==> src/rtl/id_ex_stage.sv <==
// ID/EX pipeline register with ALU control generation, EX/MEM and MEM/WB
// operand forwarding, and load-use hazard detection for the decode stage.
module id_ex_stage #(
  parameter int XLEN  = 32,
  parameter int RADDR = 5
) (
  input  logic             clk,
  input  logic             rst_n,
  input  logic             stall,
  input  logic             flush,
  input  logic             in_valid,
  input  logic [5:0]       in_opcode,
  input  logic [5:0]       in_funct,
  input  logic [RADDR-1:0] in_rs,
  input  logic [RADDR-1:0] in_rt,
  input  logic [RADDR-1:0] in_rd,
  input  logic [XLEN-1:0]  in_rs_data,
  input  logic [XLEN-1:0]  in_rt_data,
  input  logic [15:0]      in_imm,
  input  logic             exmem_regwrite,
  input  logic [RADDR-1:0] exmem_rd,
  input  logic [XLEN-1:0]  exmem_result,
  input  logic             memwb_regwrite,
  input  logic [RADDR-1:0] memwb_rd,
  input  logic [XLEN-1:0]  memwb_result,
  output logic [XLEN-1:0]  alu_a,
  output logic [XLEN-1:0]  alu_b,
  output logic [3:0]       alu_control,
  output logic             ex_valid,
  output logic             ex_regwrite,
  output logic             ex_memread,
  output logic             ex_memwrite,
  output logic             ex_ovf_en,
  output logic             ex_illegal,
  output logic [RADDR-1:0] ex_dest,
  output logic [XLEN-1:0]  ex_store_data,
  output logic             load_use_hazard
);

  localparam logic [3:0] ALU_AND = 4'b0000;
  localparam logic [3:0] ALU_OR  = 4'b0001;
  localparam logic [3:0] ALU_ADD = 4'b0010;
  localparam logic [3:0] ALU_SUB = 4'b0110;
  localparam logic [3:0] ALU_SLT = 4'b0111;
  localparam logic [3:0] ALU_XOR = 4'b1100;

  localparam logic [5:0] OP_RTYPE = 6'b000000;
  localparam logic [5:0] OP_BEQ   = 6'b000100;
  localparam logic [5:0] OP_ADDI  = 6'b001000;
  localparam logic [5:0] OP_ADDIU = 6'b001001;
  localparam logic [5:0] OP_SLTI  = 6'b001010;
  localparam logic [5:0] OP_ANDI  = 6'b001100;
  localparam logic [5:0] OP_ORI   = 6'b001101;
  localparam logic [5:0] OP_XORI  = 6'b001110;
  localparam logic [5:0] OP_LW    = 6'b100011;
  localparam logic [5:0] OP_SW    = 6'b101011;

  localparam logic [5:0] FN_ADD  = 6'b100000;
  localparam logic [5:0] FN_ADDU = 6'b100001;
  localparam logic [5:0] FN_SUB  = 6'b100010;
  localparam logic [5:0] FN_SUBU = 6'b100011;
  localparam logic [5:0] FN_AND  = 6'b100100;
  localparam logic [5:0] FN_OR   = 6'b100101;
  localparam logic [5:0] FN_XOR  = 6'b100110;
  localparam logic [5:0] FN_SLT  = 6'b101010;

  // Decoded (next-state) control fields
  logic             dec_regwrite_s;
  logic             dec_memread_s;
  logic             dec_memwrite_s;
  logic             dec_ovf_en_s;
  logic             dec_illegal_s;
  logic [3:0]       dec_alu_s;
  logic [RADDR-1:0] dec_dest_s;
  logic             dec_b_imm_s;
  logic [XLEN-1:0]  dec_imm_s;

  // ID/EX state
  logic             valid_r;
  logic             regwrite_r;
  logic             memread_r;
  logic             memwrite_r;
  logic             ovf_en_r;
  logic             illegal_r;
  logic [3:0]       alu_r;
  logic [RADDR-1:0] dest_r;
  logic [RADDR-1:0] rs_r;
  logic [RADDR-1:0] rt_r;
  logic [XLEN-1:0]  rs_data_r;
  logic [XLEN-1:0]  rt_data_r;
  logic [XLEN-1:0]  imm_r;
  logic             b_imm_r;

  // Forwarded operands
  logic [XLEN-1:0]  fwd_rs_s;
  logic [XLEN-1:0]  fwd_rt_s;

  logic [XLEN-1:0]  sext_imm_s;
  logic [XLEN-1:0]  zext_imm_s;

  assign sext_imm_s = {{(XLEN-16){in_imm[15]}}, in_imm};
  assign zext_imm_s = {{(XLEN-16){1'b0}}, in_imm};

  // Decode opcode/funct into ALU code, control bits, destination and B-source
  always_comb begin
    dec_regwrite_s = 1'b0;
    dec_memread_s  = 1'b0;
    dec_memwrite_s = 1'b0;
    dec_ovf_en_s   = 1'b0;
    dec_illegal_s  = 1'b0;
    dec_alu_s      = ALU_ADD;
    dec_dest_s     = {RADDR{1'b0}};
    dec_b_imm_s    = 1'b0;
    dec_imm_s      = sext_imm_s;
    case (in_opcode)
      OP_RTYPE: begin
        dec_regwrite_s = 1'b1;
        dec_dest_s     = in_rd;
        case (in_funct)
          FN_ADD:  begin dec_alu_s = ALU_ADD; dec_ovf_en_s = 1'b1; end
          FN_ADDU: dec_alu_s = ALU_ADD;
          FN_SUB:  begin dec_alu_s = ALU_SUB; dec_ovf_en_s = 1'b1; end
          FN_SUBU: dec_alu_s = ALU_SUB;
          FN_AND:  dec_alu_s = ALU_AND;
          FN_OR:   dec_alu_s = ALU_OR;
          FN_XOR:  dec_alu_s = ALU_XOR;
          FN_SLT:  dec_alu_s = ALU_SLT;
          default: begin
            dec_illegal_s  = 1'b1;
            dec_regwrite_s = 1'b0;
            dec_dest_s     = {RADDR{1'b0}};
          end
        endcase
      end
      OP_ADDI: begin
        dec_alu_s = ALU_ADD; dec_ovf_en_s = 1'b1; dec_regwrite_s = 1'b1;
        dec_dest_s = in_rt; dec_b_imm_s = 1'b1;
      end
      OP_ADDIU: begin
        dec_alu_s = ALU_ADD; dec_regwrite_s = 1'b1;
        dec_dest_s = in_rt; dec_b_imm_s = 1'b1;
      end
      OP_SLTI: begin
        dec_alu_s = ALU_SLT; dec_regwrite_s = 1'b1;
        dec_dest_s = in_rt; dec_b_imm_s = 1'b1;
      end
      OP_ANDI: begin
        dec_alu_s = ALU_AND; dec_regwrite_s = 1'b1;
        dec_dest_s = in_rt; dec_b_imm_s = 1'b1; dec_imm_s = zext_imm_s;
      end
      OP_ORI: begin
        dec_alu_s = ALU_OR; dec_regwrite_s = 1'b1;
        dec_dest_s = in_rt; dec_b_imm_s = 1'b1; dec_imm_s = zext_imm_s;
      end
      OP_XORI: begin
        dec_alu_s = ALU_XOR; dec_regwrite_s = 1'b1;
        dec_dest_s = in_rt; dec_b_imm_s = 1'b1; dec_imm_s = zext_imm_s;
      end
      OP_LW: begin
        dec_alu_s = ALU_ADD; dec_regwrite_s = 1'b1; dec_memread_s = 1'b1;
        dec_dest_s = in_rt; dec_b_imm_s = 1'b1;
      end
      OP_SW: begin
        dec_alu_s = ALU_ADD; dec_memwrite_s = 1'b1;
        dec_dest_s = in_rt; dec_b_imm_s = 1'b1;
      end
      OP_BEQ: begin
        dec_alu_s = ALU_SUB; dec_dest_s = in_rt;
      end
      default: dec_illegal_s = 1'b1;
    endcase
  end

  // ID/EX register: reset > flush > stall > load; empty decode slot loads a bubble
  always_ff @(posedge clk or negedge rst_n) begin
    if (!rst_n) begin
      valid_r    <= 1'b0;
      regwrite_r <= 1'b0;
      memread_r  <= 1'b0;
      memwrite_r <= 1'b0;
      ovf_en_r   <= 1'b0;
      illegal_r  <= 1'b0;
      alu_r      <= 4'b0000;
      dest_r     <= {RADDR{1'b0}};
      rs_r       <= {RADDR{1'b0}};
      rt_r       <= {RADDR{1'b0}};
      rs_data_r  <= {XLEN{1'b0}};
      rt_data_r  <= {XLEN{1'b0}};
      imm_r      <= {XLEN{1'b0}};
      b_imm_r    <= 1'b0;
    end else if (flush || (!stall && !in_valid)) begin
      valid_r    <= 1'b0;
      regwrite_r <= 1'b0;
      memread_r  <= 1'b0;
      memwrite_r <= 1'b0;
      ovf_en_r   <= 1'b0;
      illegal_r  <= 1'b0;
      alu_r      <= 4'b0000;
      dest_r     <= {RADDR{1'b0}};
      rs_r       <= {RADDR{1'b0}};
      rt_r       <= {RADDR{1'b0}};
      rs_data_r  <= {XLEN{1'b0}};
      rt_data_r  <= {XLEN{1'b0}};
      imm_r      <= {XLEN{1'b0}};
      b_imm_r    <= 1'b0;
    end else if (!stall) begin
      valid_r    <= 1'b1;
      regwrite_r <= dec_regwrite_s;
      memread_r  <= dec_memread_s;
      memwrite_r <= dec_memwrite_s;
      ovf_en_r   <= dec_ovf_en_s;
      illegal_r  <= dec_illegal_s;
      alu_r      <= dec_alu_s;
      dest_r     <= dec_dest_s;
      rs_r       <= in_rs;
      rt_r       <= in_rt;
      rs_data_r  <= in_rs_data;
      rt_data_r  <= in_rt_data;
      imm_r      <= dec_imm_s;
      b_imm_r    <= dec_b_imm_s;
    end
  end

  // rs forwarding: EX/MEM has priority over MEM/WB; register 0 never forwards
  always_comb begin
    fwd_rs_s = rs_data_r;
    if (exmem_regwrite && (exmem_rd != {RADDR{1'b0}}) && (exmem_rd == rs_r)) begin
      fwd_rs_s = exmem_result;
    end else if (memwb_regwrite && (memwb_rd != {RADDR{1'b0}}) && (memwb_rd == rs_r)) begin
      fwd_rs_s = memwb_result;
    end else begin
      fwd_rs_s = rs_data_r;
    end
  end

  // rt forwarding: same priority rules as rs
  always_comb begin
    fwd_rt_s = rt_data_r;
    if (exmem_regwrite && (exmem_rd != {RADDR{1'b0}}) && (exmem_rd == rt_r)) begin
      fwd_rt_s = exmem_result;
    end else if (memwb_regwrite && (memwb_rd != {RADDR{1'b0}}) && (memwb_rd == rt_r)) begin
      fwd_rt_s = memwb_result;
    end else begin
      fwd_rt_s = rt_data_r;
    end
  end

  assign alu_a         = fwd_rs_s;
  assign alu_b         = b_imm_r ? imm_r : fwd_rt_s;
  assign ex_store_data = fwd_rt_s;
  assign alu_control   = alu_r;
  assign ex_valid      = valid_r;
  assign ex_regwrite   = regwrite_r;
  assign ex_memread    = memread_r;
  assign ex_memwrite   = memwrite_r;
  assign ex_ovf_en     = ovf_en_r;
  assign ex_illegal    = illegal_r;
  assign ex_dest       = dest_r;

  // A load in EX whose target is read by the instruction now in decode
  assign load_use_hazard = valid_r && memread_r && (dest_r != {RADDR{1'b0}}) && in_valid &&
                           ((in_rs == dest_r) || (in_rt == dest_r));

endmodule

==> config.mk <==
export PLATFORM = sky130hd
export DESIGN_NAME = id_ex_stage
export DESIGN_NICKNAME = d
export VERILOG_FILES = /design/src/rtl/id_ex_stage.sv
export SDC_FILE = /design/constraint.sdc
export NUM_CORES = 1
export LEC_CHECK = 0
export ABC_CLOCK_PERIOD_IN_PS = 2400
export BUFFER_PORTS_ARGS = -buffer_cell sky130_fd_sc_hd__buf_2
export CAP_MARGIN = 10
export CORE_ASPECT_RATIO = 0.6
export CORE_MARGIN = 3
export CORE_UTILIZATION = 26
export CTS_CLUSTER_SIZE = 20
export DETAILED_ROUTE_END_ITERATION = 8
export PLACE_DENSITY = 0.6
export SYNTH_ARGS = -nofsm -noshare
export SYNTH_HDL_FRONTEND = slang
export SYNTH_SLANG_ARGS = --single-unit
==> constraint.sdc <==
create_clock -name clk -period 2.4 [get_ports clk]
set_clock_uncertainty 0.1 [all_clocks]
set_input_delay 0.48 -clock clk [delete_from_list [all_inputs] [get_ports clk]]
set_output_delay 0.48 -clock clk [all_outputs]
set_load 0.02 [all_outputs]
==> results.cfg <==
[status]
outcome = finished, violations left
violations = setup timing

[finish]
fin_area_um2 = 12300
area.growth.synth_to_final_pct = 95.0
nets = 1242
final_common_cell = buf_2
final_cell_mix = buf_2 (197), buf_6 (112), dfrtp_1 (103)
post-route-util = 0.524
drive_gt1_frac = 0.668

[yosys]
postSynthAreaPerCell_um2 = 9.55
netlist_area_um2 = 6320
syn_inst = 662
synthMuxAreaShare = 0.0630
synth-adder-area-share = 0.00158
synth_top_family_by_area = compound AO/OA/AOI/OAI gates
ys_warn_count = 0
synth-simple-area-share = 0.122
synth_fp_nets = 850
synth-xor-area-share = 0.0430
ys_seq_area_frac = 0.424
ys_types = 52
yosys_register_bits = 107
synth_compound_area_frac = 0.302

[global_route]
grt-busiest-layer = met2
grt_overflow = 0
antenna_found_initial = 4
grt_max_degree = 108
met1_usage = 0.315
grtUsageTotal = 0.220
grt_first_pass_wirelength_mm = 44.5
met2_usage = 0.331
grt_pass1_vias = 7152
grt_util_met3 = 0.0620

[floorplanning]
start_util = 0.269
fp.dieW_um = 207
rows = 43
pin_count = 300
die_area_um2 = 26300
core_region_area_um2 = 23500
dieHeight_um = 127

[timing]
holdWs_ns = 0.0312
tns_ns = -51.97
slew_headroom = 0.555
final_hold_viol_count = 0
fmax_ghz = 0.329
setup_slack_ns = -0.639
setup_viol = 96
worst_pin_slew_ns = 0.668
period_share = 1.27
grt_setup_unrepaired = yes
drv_slew = 0
fin_crit_ns = 3.04

[routing]
drt-initial-drc-count = 396
drc = 0
drt-pass1-iter-count = 4
wirelength_mm = 32.2
ant_nets = 0
vias = 7146
wl_per_cell_um = 23.4
viasPerCell = 5.19

[power_and_ir_drop]
seqPwrFrac = 0.379
vdd_drop_max_uv = 332
p_comb_frac = 0.292
clkPwrFrac = 0.329
p_leak_nw = 5.53
switching_share = 0.310
power_density_nw_per_um2 = 409
intPower_mw = 3.48
power.switching_mw = 1.56
total_power_mw = 5.04

[worst_setup_path]
required_ns = 1.82
path_cells = buf_8 -> or4_4 -> buf_6 -> o211a_4 -> buf_16 -> buf_6 -> nand3_4 -> a31oi_4 -> mux2_4 -> buf_6
reg2regPathDepth = 2
reg2reg_slack_ns = 1.13
crit_end = alu_b[10]
r2r-start = b_imm_r
cp-end-kind = output port
cp_max_fo = 6
crit_path_start = memwb_rd[2]
crit_slowest_cell = or4_4
r2r_end = b_imm_r
slowest_delay_ns = 0.54
crit_path_frequent_cell = buf_6
crit_type = input pin to output port
worstPathArrival_ns = 2.46
worstSetupStartpointType = input pin

[placed_design]
portBuffers = 299
dp_hpwl_mm = 21.1
dpl_cell_area_um2 = 9810
finalWeightedCongestion = 0.933

[clock_tree]
cts-buffers-inserted = 9
clock_latency_ns = 0.36
cts_tree = built
root_buffer = clkbuf_16
cts_hold_buf = 0
cts_sinks = 107
clockBufferDepth = 2
htreeDepth = 3
clk_pin_slew_ns = 0.08

[job]
timing.max_cap.violations = 0

[hold_path]
hold_class = input pin to async pin
## cell families after synthesis
group,after synthesis
compound gates,248
simple gates,170
flops,107
buf+inv,66
mux,39
xor+xnor,31
fa+ha+maj,1
## timing repair
item                                    4_1_cts  5_1_grt
buffers inserted                             18       23
pin swaps                                    59       52
endpoints found under the setup margin       97       97
gates cloned                                  5       11
gates resized for setup                     254      165
## registers in the layout, summed over array words and instances (netlist names), 4 cells and up
register	flops
rs_r	5
rt_r	5
imm_r	17
rt_data_r	32
alu_control	4
ex_dest	5
rs_data_r	32
## Yosys cell counts (all sizes together)
| master | instances | share of area |
|---|---|---|
| inv | 11 | 0.0065 |
| a211oi | 27 | 0.032 |
| mux2 | 6 | 0.011 |
| clkbuf | 32 | 0.019 |
| o2111ai | 1 | 0.0014 |
| dfrtp | 107 | 0.42 |
| nand4 | 5 | 0.0049 |
| a221o | 1 | 0.0016 |
| a22o | 94 | 0.13 |
| or2 | 4 | 0.0040 |
| o22ai | 1 | 0.00099 |
| xor2 | 11 | 0.015 |
| maj3 | 1 | 0.0016 |
| a21o | 1 | 0.0012 |
| nor2b | 1 | 0.00099 |
| nand3 | 10 | 0.0079 |
| o21a | 1 | 0.0012 |
| o211ai | 4 | 0.0063 |
| nand2b | 6 | 0.0059 |
| o221ai | 5 | 0.0069 |
| o31ai | 28 | 0.033 |
| o211a | 1 | 0.0016 |
| nand2 | 29 | 0.017 |
| nor2 | 91 | 0.054 |
| and3 | 1 | 0.00099 |
| and4 | 1 | 0.0014 |
| o21ai | 12 | 0.0095 |
| nor3 | 10 | 0.0079 |
| a21boi | 26 | 0.031 |
| a2bb2oi | 1 | 0.0014 |
| mux2i | 33 | 0.052 |
| xnor2 | 20 | 0.028 |
| or4 | 4 | 0.0053 |
| buf | 23 | 0.020 |
| a21oi | 36 | 0.029 |
| or3 | 1 | 0.00099 |
| a31oi | 6 | 0.0099 |
| nor3b | 2 | 0.0024 |
| nor4 | 3 | 0.0049 |
| a32o | 3 | 0.0048 |
| nand3b | 1 | 0.0012 |
| nand4b | 1 | 0.0014 |
## worst max-delay path: cells and delay by family
family | cells | cell delay [ns]
buffers and inverters | 5 | 0.66
multiplexers | 1 | 0.28
AO/OA/AOI/OAI | 2 | 0.40
AND/OR/NAND/NOR | 2 | 0.61
## layout make-up
cell class | count | area (um^2)
diodes | 3 | 7.51
clock buffers | 10 | 229
clock inverters | 6 | 90.1
fillers | 2055 | 11200
inverters | 11 | 41.3
multi-input cells | 489 | 5090
flip-flops and latches | 107 | 2690
well taps | 315 | 394
repair buffers | 436 | 3790
## how the worst min path moves through the flow
stage          slack (ns)              to       start  cells past startpoint
3_3_place_gp         0.36      ex_illegal  ex_illegal                      2
4_1_cts              0.10        imm_r[5]       rst_n                      2
2_1_floorplan        0.08  alu_control[0]       rst_n                      0
5_1_grt              0.08        imm_r[7]       rst_n                      2
6_report             0.03        imm_r[5]       rst_n                      2
3_5_place_dp         0.36       ex_ovf_en   ex_ovf_en                      2
## stage by stage
stage | std cells | worst slack, ns
finish | 1377 | -0.639
global route | 1376 | -0.688
CTS | 1348 | -0.617
detailed placement | 1310 | -0.713
global placement | 1309 | -1.01
floorplan | 662 | -0.310
## power by group through the flow
stage                     Clock [mW]  Sequential (mW)  Combinational (mW)
after floorplan                    0             1.93               0.569
after global placement             0             1.94                1.12
after detailed placement           0             1.94                1.13
after CTS                       1.70             1.91                1.34
after global routing            1.78             1.92                1.56
final                           1.66             1.91                1.47
## routing by layer
metal | vias to the layer above | wire length, um
li1 | 3255 | -
met3 | 30 | 2390
met5 | - | 23
met4 | 4 | 497
met2 | 304 | 14100
met1 | 3553 | 15100
Note: power is estimated with default switching activity, not from simulation.
